$ cat src/rtl/tl_ul_channel_buffer.sv
// Registered TL-UL channel buffer: a DEPTH-entry FIFO on A (master->slave) and on D (slave->master),
// plus a limiter that holds back A once MAX_INFLIGHT requests are awaiting their D response.

// Handshake: a beat moves on the rising edge where valid & ready are both high; ready and valid are
// derived from registered occupancy only, and payload is stable while valid is held without ready.
module tl_ul_channel_fifo #(
   parameter int DEPTH = 2,
   parameter int W     = 8
) (
   input  logic         clock,
   input  logic         reset_n,
   input  logic         enq_valid,
   output logic         enq_ready,
   input  logic [W-1:0] enq_data,
   output logic         deq_valid,
   input  logic         deq_fire,
   output logic [W-1:0] deq_data
);
   localparam int PW = $clog2(DEPTH);
   localparam logic [PW:0]   FULL    = (PW+1)'(DEPTH);
   localparam logic [PW:0]   CNT_ONE = (PW+1)'(1);
   localparam logic [PW-1:0] PTR_ONE = PW'(1);

   logic [W-1:0]  mem [DEPTH];
   logic [PW-1:0] rd_ptr;
   logic [PW-1:0] wr_ptr;
   logic [PW:0]   count;
   logic          enq_fire;

   assign enq_ready = (count != FULL);
   assign deq_valid = (count != '0);
   assign deq_data  = mem[rd_ptr];
   assign enq_fire  = enq_valid & enq_ready;

   // DEPTH is a power of two, so the pointers wrap naturally.
   always_ff @(posedge clock or negedge reset_n) begin
      if (!reset_n) begin
         rd_ptr <= '0;
         wr_ptr <= '0;
         count  <= '0;
      end else begin
         if (enq_fire) wr_ptr <= wr_ptr + PTR_ONE;
         if (deq_fire) rd_ptr <= rd_ptr + PTR_ONE;
         case ({enq_fire, deq_fire})
            2'b10:   count <= count + CNT_ONE;
            2'b01:   count <= count - CNT_ONE;
            default: count <= count;
         endcase
      end
   end

   always_ff @(posedge clock) begin
      if (enq_fire) mem[wr_ptr] <= enq_data;
   end
endmodule

module tl_ul_channel_buffer #(
   parameter int DEPTH        = 2,
   parameter int SRC_W        = 1,
   parameter int MAX_INFLIGHT = 4
) (
   input  logic             clock,
   input  logic             reset_n,
   input  logic             a_in_valid,
   output logic             a_in_ready,
   input  logic [2:0]       a_in_opcode,
   input  logic [2:0]       a_in_param,
   input  logic [1:0]       a_in_size,
   input  logic [SRC_W-1:0] a_in_source,
   input  logic [31:0]      a_in_address,
   input  logic [3:0]       a_in_mask,
   input  logic [31:0]      a_in_data,
   output logic             a_out_valid,
   input  logic             a_out_ready,
   output logic [2:0]       a_out_opcode,
   output logic [2:0]       a_out_param,
   output logic [1:0]       a_out_size,
   output logic [SRC_W-1:0] a_out_source,
   output logic [31:0]      a_out_address,
   output logic [3:0]       a_out_mask,
   output logic [31:0]      a_out_data,
   input  logic             d_in_valid,
   output logic             d_in_ready,
   input  logic [2:0]       d_in_opcode,
   input  logic [1:0]       d_in_param,
   input  logic [1:0]       d_in_size,
   input  logic [SRC_W-1:0] d_in_source,
   input  logic             d_in_denied,
   input  logic [31:0]      d_in_data,
   input  logic             d_in_corrupt,
   output logic             d_out_valid,
   input  logic             d_out_ready,
   output logic [2:0]       d_out_opcode,
   output logic [1:0]       d_out_param,
   output logic [1:0]       d_out_size,
   output logic [SRC_W-1:0] d_out_source,
   output logic             d_out_denied,
   output logic [31:0]      d_out_data,
   output logic             d_out_corrupt,
   output logic [7:0]       inflight
);
   localparam int AW = 76 + SRC_W;
   localparam int DW = 41 + SRC_W;
   localparam logic [7:0] INFL_MAX = 8'(MAX_INFLIGHT);

   logic [AW-1:0] a_head;
   logic          a_head_valid;
   logic          a_deq;
   logic [DW-1:0] d_head;
   logic          d_enq;
   logic          d_deq;
   logic [7:0]    inflight_q;

   tl_ul_channel_fifo #(.DEPTH(DEPTH), .W(AW)) u_a_fifo (
      .clock     (clock),
      .reset_n   (reset_n),
      .enq_valid (a_in_valid),
      .enq_ready (a_in_ready),
      .enq_data  ({a_in_opcode, a_in_param, a_in_size, a_in_source,
                   a_in_address, a_in_mask, a_in_data}),
      .deq_valid (a_head_valid),
      .deq_fire  (a_deq),
      .deq_data  (a_head)
   );

   // The limiter only masks the A head; the FIFO keeps the beat until the slave can take it.
   assign a_out_valid = a_head_valid & (inflight_q != INFL_MAX);
   assign a_deq       = a_out_valid & a_out_ready;
   assign {a_out_opcode, a_out_param, a_out_size, a_out_source,
           a_out_address, a_out_mask, a_out_data} = a_head;

   tl_ul_channel_fifo #(.DEPTH(DEPTH), .W(DW)) u_d_fifo (
      .clock     (clock),
      .reset_n   (reset_n),
      .enq_valid (d_in_valid),
      .enq_ready (d_in_ready),
      .enq_data  ({d_in_opcode, d_in_param, d_in_size, d_in_source,
                   d_in_denied, d_in_data, d_in_corrupt}),
      .deq_valid (d_out_valid),
      .deq_fire  (d_deq),
      .deq_data  (d_head)
   );

   assign d_enq = d_in_valid & d_in_ready;
   assign d_deq = d_out_valid & d_out_ready;
   assign {d_out_opcode, d_out_param, d_out_size, d_out_source,
           d_out_denied, d_out_data, d_out_corrupt} = d_head;

   // A response with nothing outstanding leaves the count at zero instead of wrapping.
   always_ff @(posedge clock or negedge reset_n) begin
      if (!reset_n) begin
         inflight_q <= 8'd0;
      end else if (a_deq && !d_enq) begin
         inflight_q <= inflight_q + 8'd1;
      end else if (d_enq && !a_deq && (inflight_q != 8'd0)) begin
         inflight_q <= inflight_q - 8'd1;
      end
   end

   assign inflight = inflight_q;

   unsolicited_d_check : assert property (@(posedge clock) disable iff (!reset_n)
      !(d_enq && (inflight_q == 8'd0)))
      else $warning("tl_ul_channel_buffer: D response accepted with no outstanding A request");
endmodule
$ cat config.mk
export PLATFORM = sky130hd
export DESIGN_NAME = tl_ul_channel_buffer
export DESIGN_NICKNAME = d
export VERILOG_FILES = /design/src/rtl/tl_ul_channel_buffer.sv
export SDC_FILE = /design/constraint.sdc
export NUM_CORES = 1
export LEC_CHECK = 0
export CAP_MARGIN = 30
export CORE_MARGIN = 2
export CORE_UTILIZATION = 25
export CTS_BUF_LIST = sky130_fd_sc_hd__clkbuf_16
export DETAILED_ROUTE_END_ITERATION = 8
export HOLD_SLACK_MARGIN = 0.1
export MAX_ROUTING_LAYER = met4
export PLACE_DENSITY = 0.46
export SYNTH_ARGS = -nofsm -noshare
export SYNTH_HDL_FRONTEND = slang
export SYNTH_SLANG_ARGS = --single-unit
$ cat constraint.sdc
create_clock -name clock -period 6.7 [get_ports clock]
set_clock_uncertainty 0.1 [all_clocks]
set_input_delay 1.34 -clock clock [delete_from_list [all_inputs] [get_ports clock]]
set_output_delay 1.34 -clock clock [all_outputs]
set_load 0.005 [all_outputs]
==> run_results.csv <==
group,metric,value,unit
clocking,clock_sinks,254,
floorplanning,die-area,39740,sq um
setup_path,path_class,"flip-flop to output port",
finish,fin_area,13690,sq um
setup_path,path_max_fanout,42,
setup_path,slowest_delay,0.77,ns
global_routing,grt_max_degree,70,
clocking,cts_tree,"yes",
setup_path,cp_cell_sequence,"buf_4 -> mux2_2 -> clkdlybuf4s50_1",
clocking,cts.clk_slew.worst_paths,0.06,ns
pwr,cellLeakagePower,4.633,nW
routing,drc,0,
clocking,post_cts_buffers,0,
routing,vias,5085,
setup_path,critPathBufInv,2,
place,port_buffers,255,
setup_path,required,5.26,ns
global_routing,grt_pass1_vias,5807,
routing,firstDrtPassIters,4,
global_routing,grtUsageTotal,11.36,%
logic_synthesis,avgSynthCellArea,20.79,sq um
logic_synthesis,synth_fp_nets,593,
finish,final_nets,872,
place,gp_congestion,0.7583,
setup_path,worst_setup_path_end_kind,"output port",
finish,layout_commonest_cell,"clkdlybuf4s50_1",
logic_synthesis,synth_top_area_share,74.91,%
logic_synthesis,ys_seq_area_share,79.11,%
setup_path,cp-start-kind,"flip-flop",
clocking,cts_hold_buf,0,
routing,wl_per_cell,17.50,microns
flow_run,max_cap_violations,0,
floorplanning,die_x,199.4,microns
timing,layout_min_cycle_time,4.269,ns
timing,final_max_slew_viol_count,0,
place,place_area,12770,sq um
global_routing,grt_pass1_wl,33.20,mm
logic_synthesis,syn_inst,459,
setup_path,cp_slowest_cell,"dfrtp_4",
finish,syn_to_final_growth,43.46,%
min_path,hp-start,"u_d_fifo.count[1]$_DFFE_PN0P_",
routing,detail-route-antenna-nets,0,
clocking,htree_num_levels,1,
global_routing,antenna_found_initial,1,
setup_path,critPathArrivalTime,2.83,ns
floorplanning,pin_count,256,
logic_synthesis,synth_area,9540,sq um
global_routing,grt_busiest_layer,"met2",
logic_synthesis,yosys-top-cells-area,"edfxtp_1 (75%), mux2_2 (14%), dfrtp_1 (4.2%), ha_1 (1.0%), mux2_4 (0.94%)",
setup_path,worstSetupStartpoint,"u_a_fifo.rd_ptr$_DFFE_PN0P_",
clocking,cts_made_buffers,29,
pwr,seqPwrFrac,40.2,%
floorplanning,fp.dieH,199.4,microns
timing,fin_tns_setup,0,ns
pwr,clkPwrFrac,24.7,%
setup_path,timing.rr.start,"inflight[5]$_DFFE_PN0P_",
logic_synthesis,yosysTopAreaCell,"edfxtp_1",
pwr,power_frac_comb,35.1,%
pwr,intPower,4.269,mW
global_routing,grt_util_met1,12.02,%
timing,hold_violations,0,
logic_synthesis,synth-edff-count,238,
timing,grt_setup_unrepaired,"no",
place,hpwl,15.17,mm
logic_synthesis,yosys.cell_types.count,35,
floorplanning,coreArea,37670,sq um
timing,hold_slack,0.3940,ns
logic_synthesis,ys.flop_type,"edfxtp_1",
clocking,cts_root_buf,"clkbuf_16",
timing,max_freq,234.2,MHz
outcome,outcome,"finished clean",
clocking,worstSkewPairLatency,0.54,ns
timing,worst_pin_slew,0.7369,ns
setup_path,cp_top_family,"buffers and inverters",
clocking,clk_path_buf_depth,3,
finish,nFillCells,3556,
routing,via_per_inst,3.998,
pwr,power_density,430.8,nW/um^2
floorplanning,rows,71,
pwr,netSwitchingFraction,27.60,%
finish,drive_gt1_share,24.08,%
logic_synthesis,ys.warnings.count,0,
clocking,post_cts_resized,0,
pwr,p_sw,1.628,mW
logic_synthesis,synthArstFlopShare,6.299,%
finish,final_util,36.34,%
pwr,ir_drop,0.0002039,V
global_routing,grt_overflow_total,0,
finish,final_cell_mix,"clkdlybuf4s50_1 (255), edfxtp_1 (238), mux2_2 (119)",
logic_synthesis,ys_ff_latch,254,
global_routing,use_met3,5.992,%
routing,detail_route.iter0.violations,141,
min_path,hold_path_class,"flip-flop to flip-flop",
timing,setup_viol,0,
timing,min_period_over_period,63.72,%
floorplanning,start_util,25.33,%
global_routing,gr-usage-met2,18.63,%
routing,wl,22.26,mm
timing,worst_slew_margin_rel,50.72,%
## Yosys cell counts (2+ instances only)
master	count
edfxtp_1	238
mux2_2	119
dfrtp_1	16
xnor2_1	9
clkbuf_1	8
ha_1	8
xor2_1	8
nor2_1	7
mux2_4	6
a21oi_1	5
nand2_1	4
buf_1	3
buf_2	3
and3_1	2
nand2_2	2
nand2b_1	2
## per-stage QoR
| stage | cells | worst slack [ns] | power (mW) |
|---|---|---|---|
| after floorplan | 459 | 1.441 | 3.377 |
| after global placement | 1215 | 2.692 | 4.457 |
| after detailed placement | 1217 | 2.670 | 4.512 |
| after CTS | 1270 | 2.281 | 6.014 |
| after global routing | 1272 | 2.230 | 6.250 |
| final | 1272 | 2.431 | 5.896 |
## layer usage
metal	up-vias	routed length, microns
li1	2366	-
met1	2479	8789
met2	201	10210
met3	39	2742
met4	0	522
met5	-	0
## registers in the layout (all words and copies together) (netlist names)
signal / cells
u_a_fifo.mem: 154
u_d_fifo.rd_ptr: 1
u_a_fifo.wr_ptr: 1
u_d_fifo.count: 2
inflight: 8
u_d_fifo.mem: 84
u_a_fifo.count: 2
u_a_fifo.rd_ptr: 1
u_d_fifo.wr_ptr: 1
## worst paths after layout
check / cells past startpoint / endpoint / slack [ns]
min in group asynchronous: 1 / inflight[4]$_DFFE_PN0P_ / 1.14
worst min-delay path: 1 / u_d_fifo.count[1]$_DFFE_PN0P_ / 0.39
max in group asynchronous: 1 / u_a_fifo.rd_ptr$_DFFE_PN0P_ / 4.82
worst max register to register: 9 / inflight[5]$_DFFE_PN0P_ / 3.89
worst min register to register: 1 / u_d_fifo.count[1]$_DFFE_PN0P_ / 0.39
worst max-delay path: 3 / a_out_address[17] / 2.43
## final cells by class
class | count | area, sq um | share of cell area (%)
diodes | 1 | 2.502 | 0.01828
clock buffers | 29 | 725.7 | 5.302
clock inverters | 24 | 158.9 | 1.161
inverters | 1 | 3.754 | 0.02742
multi-input cells | 190 | 1954 | 14.28
flip-flops and latches | 254 | 7552 | 55.18
well taps | 511 | 639.4 | 4.671
repair buffers | 262 | 2650 | 19.36
## power by group through the flow
| stage | clock network (mW) | logic [mW] | registers, mW |
|---|---|---|---|
| floorplan | 0 | 1.05 | 2.33 |
| global placement | 0 | 2.02 | 2.44 |
| detailed placement | 0 | 2.10 | 2.42 |
| CTS | 1.52 | 2.11 | 2.39 |
| global route | 1.58 | 2.25 | 2.42 |
| finish | 1.45 | 2.07 | 2.37 |
## kinds of logic after synthesis
family / share of synthesized area [%]
XOR/XNOR: 1.561
flip-flops: 79.11
adder cells (fa/ha/maj): 1.259
AO/OA/AOI/OAI: 0.9443
buffers and inverters: 0.6294
AND/OR/NAND/NOR: 1.403
multiplexers: 15.10
(Power assumes the default switching activity.)
==> RTL edit, RTL diff (config.mk and constraints unchanged) <==
`DEPTH` is set to 2 in 2 places; all go to 4.
--- a/src/rtl/tl_ul_channel_buffer.sv
+++ b/src/rtl/tl_ul_channel_buffer.sv
@@ -4,7 +4,7 @@
 // Handshake: a beat moves on the rising edge where valid & ready are both high; ready and valid are
 // derived from registered occupancy only, and payload is stable while valid is held without ready.
 module tl_ul_channel_fifo #(
-   parameter int DEPTH = 2,
+   parameter int DEPTH = 4,
    parameter int W     = 8
 ) (
    input  logic         clock,
@@ -55,7 +55,7 @@
 endmodule
 
 module tl_ul_channel_buffer #(
-   parameter int DEPTH        = 2,
+   parameter int DEPTH        = 4,
    parameter int SRC_W        = 1,
    parameter int MAX_INFLIGHT = 4
 ) (
Function: changed (a bounded check fails within 4 cycles, from zero or initial values and one cycle with reset_n low).
==> RTL edit against the original RTL <==
Global-route usage is essentially flat. Final area up 77%. Non-clock buffer count increased by 11. Setup slack got worse by 290 ps. Largest power group unchanged. Sequential cell count rose by 244. Routed wire length grew 90%. Fmax down 6.4%. Critical path type unchanged. Cell count grew 63%. Synthesized area up 95%. Total power rose by 84%. Highest routed layer unchanged. Register-to-register slack got worse by 80 ps. Synthesized cell count up 64%.
==> RTL edit: results (changes against the original RTL) <==
[placement]
post_dp_cell_area_mm2=0.0224  ; was 0.0128 mm²
hpwl_um=25900  ; was 15200 µm
gp_congestion=0.702  ; was 0.758

[critical_path]
r2r_start=inflight[0]  ; was inflight[5]
r2r_end=inflight[7]  ; was inflight[5]
startpoint=u_a_fifo.rd_ptr[0]  ; was u_a_fifo.rd_ptr
r2r_setup_slack_ps=3810  ; was 3890 ps
slowest_delay_ps=730  ; was 770 ps
timing.critical_path.to=a_out_data[26]  ; was a_out_address[17]

[synthesis]
synth_edf_count=476  ; was 238
synth_nets=899  ; was 593
synth_top_cells_by_count=edfxtp_1, mux4_2, dfrtp_1  ; was edfxtp_1, mux2_2, dfrtp_1
synthTopCellsByArea=edfxtp_1, mux4_2, dfrtp_1  ; was edfxtp_1, mux2_2, dfrtp_1
seq_area_frac_synth_pct=79.9  ; was 79.1%

[routing]
vias=8666  ; was 5085
drtIter0Drc=460  ; was 141
drt-wirelength-per-cell_um=20.5  ; was 17.5 µm

[cells_and_area]
fillers=6894  ; was 3556
nets=1204  ; was 872
layout-drive-gt1-share_pct=21.6  ; was 24.1%
largest_reg_flops=308  ; was 154

[global_routing]
track_usage_pct=11.4  ; about the same
antenna_found_initial=8  ; was 1
grt_pass1_wl_um=63300  ; was 33200 µm
grt_max_degree=44  ; was 70
grt_pass1_vias=9560  ; was 5807

[clock_tree]
cts_buffers=58  ; was 29
ctsHtreeMaxLevel=2  ; was 1

[sta]
hold_ws_ps=379  ; was 394 ps
slew_headroom_pct=42.6  ; was 50.7%

[hold_path]
holdPathEnd=u_d_fifo.count[2]  ; was u_d_fifo.count[1]
hp-start=u_d_fifo.count[2]  ; was u_d_fifo.count[1]

[power]
vdd_drop_max_mv=0.224  ; was 0.204 mV

[run_status]
status=complete, no violations  ; unchanged

==> RTL edit: changes by cell type after synthesis, sizes merged, moves of 3 or more <==
cell,delta
edfxtp,+238
mux2,-119
mux4,+119
buf,+10
inv,+10
ha,+9
and3,+6
dfrtp,+6
clkbuf,+4
nand3,+4
nor2,-4
xor2,+3
==> RTL edit: power by group through the flow <==
stage / clock, µW / sequential, µW / combinational [µW]
after floorplan: 0 / 4330 / 1860
final: 2920 / 4370 / 3560
after global placement: 0 / 4520 / 3540
after CTS: 3020 / 4440 / 3620
after global routing: 3150 / 4440 / 3850
after detailed placement: 0 / 4500 / 3610
==> RTL edit: cells by family after synthesis <==
| group | count (synthesis) | share of synthesized area, % |
|---|---|---|
| compound gates | 15 | 0.539 |
| xor+xnor | 19 | 0.896 |
| fa+ha+maj | 20 | 1.47 |
| buf+inv | 40 | 0.957 |
| flops | 498 | 79.9 |
| mux | 127 | 15.0 |
| simple gates | 35 | 1.18 |
==> RTL edit: area by class of cell <==
cell class                 count  area [µm²]  area share, %
multi-input combinational    216        3570           14.7
sequential                   498       14900           61.3
tap                          959        1200           4.95
clock inverter                45         293           1.21
timing repair buffer         273        2770           11.4
inverter                      12        50.0          0.207
clock buffer                  59        1480           6.09
antenna                        8        20.0         0.0826
==> RTL edit: stage by stage <==
step | worst slack (ps) | cells
2_1_floorplan | 2970 | 754
3_3_place_gp | 2490 | 1954
3_5_place_dp | 2530 | 1957
4_1_cts | 1890 | 2061
5_1_grt | 1870 | 2070
6_report | 2140 | 2070
==> RTL edit: metal layers <==
metal / track usage (%) / wire length, µm / vias up
met4: 3.10 / 870 / 0
met3: 4.12 / 3420 / 66
met5: - / 0 / -
li1: - / - / 3822
met1: 13.8 / 17700 / 4544
met2: 17.9 / 20400 / 234
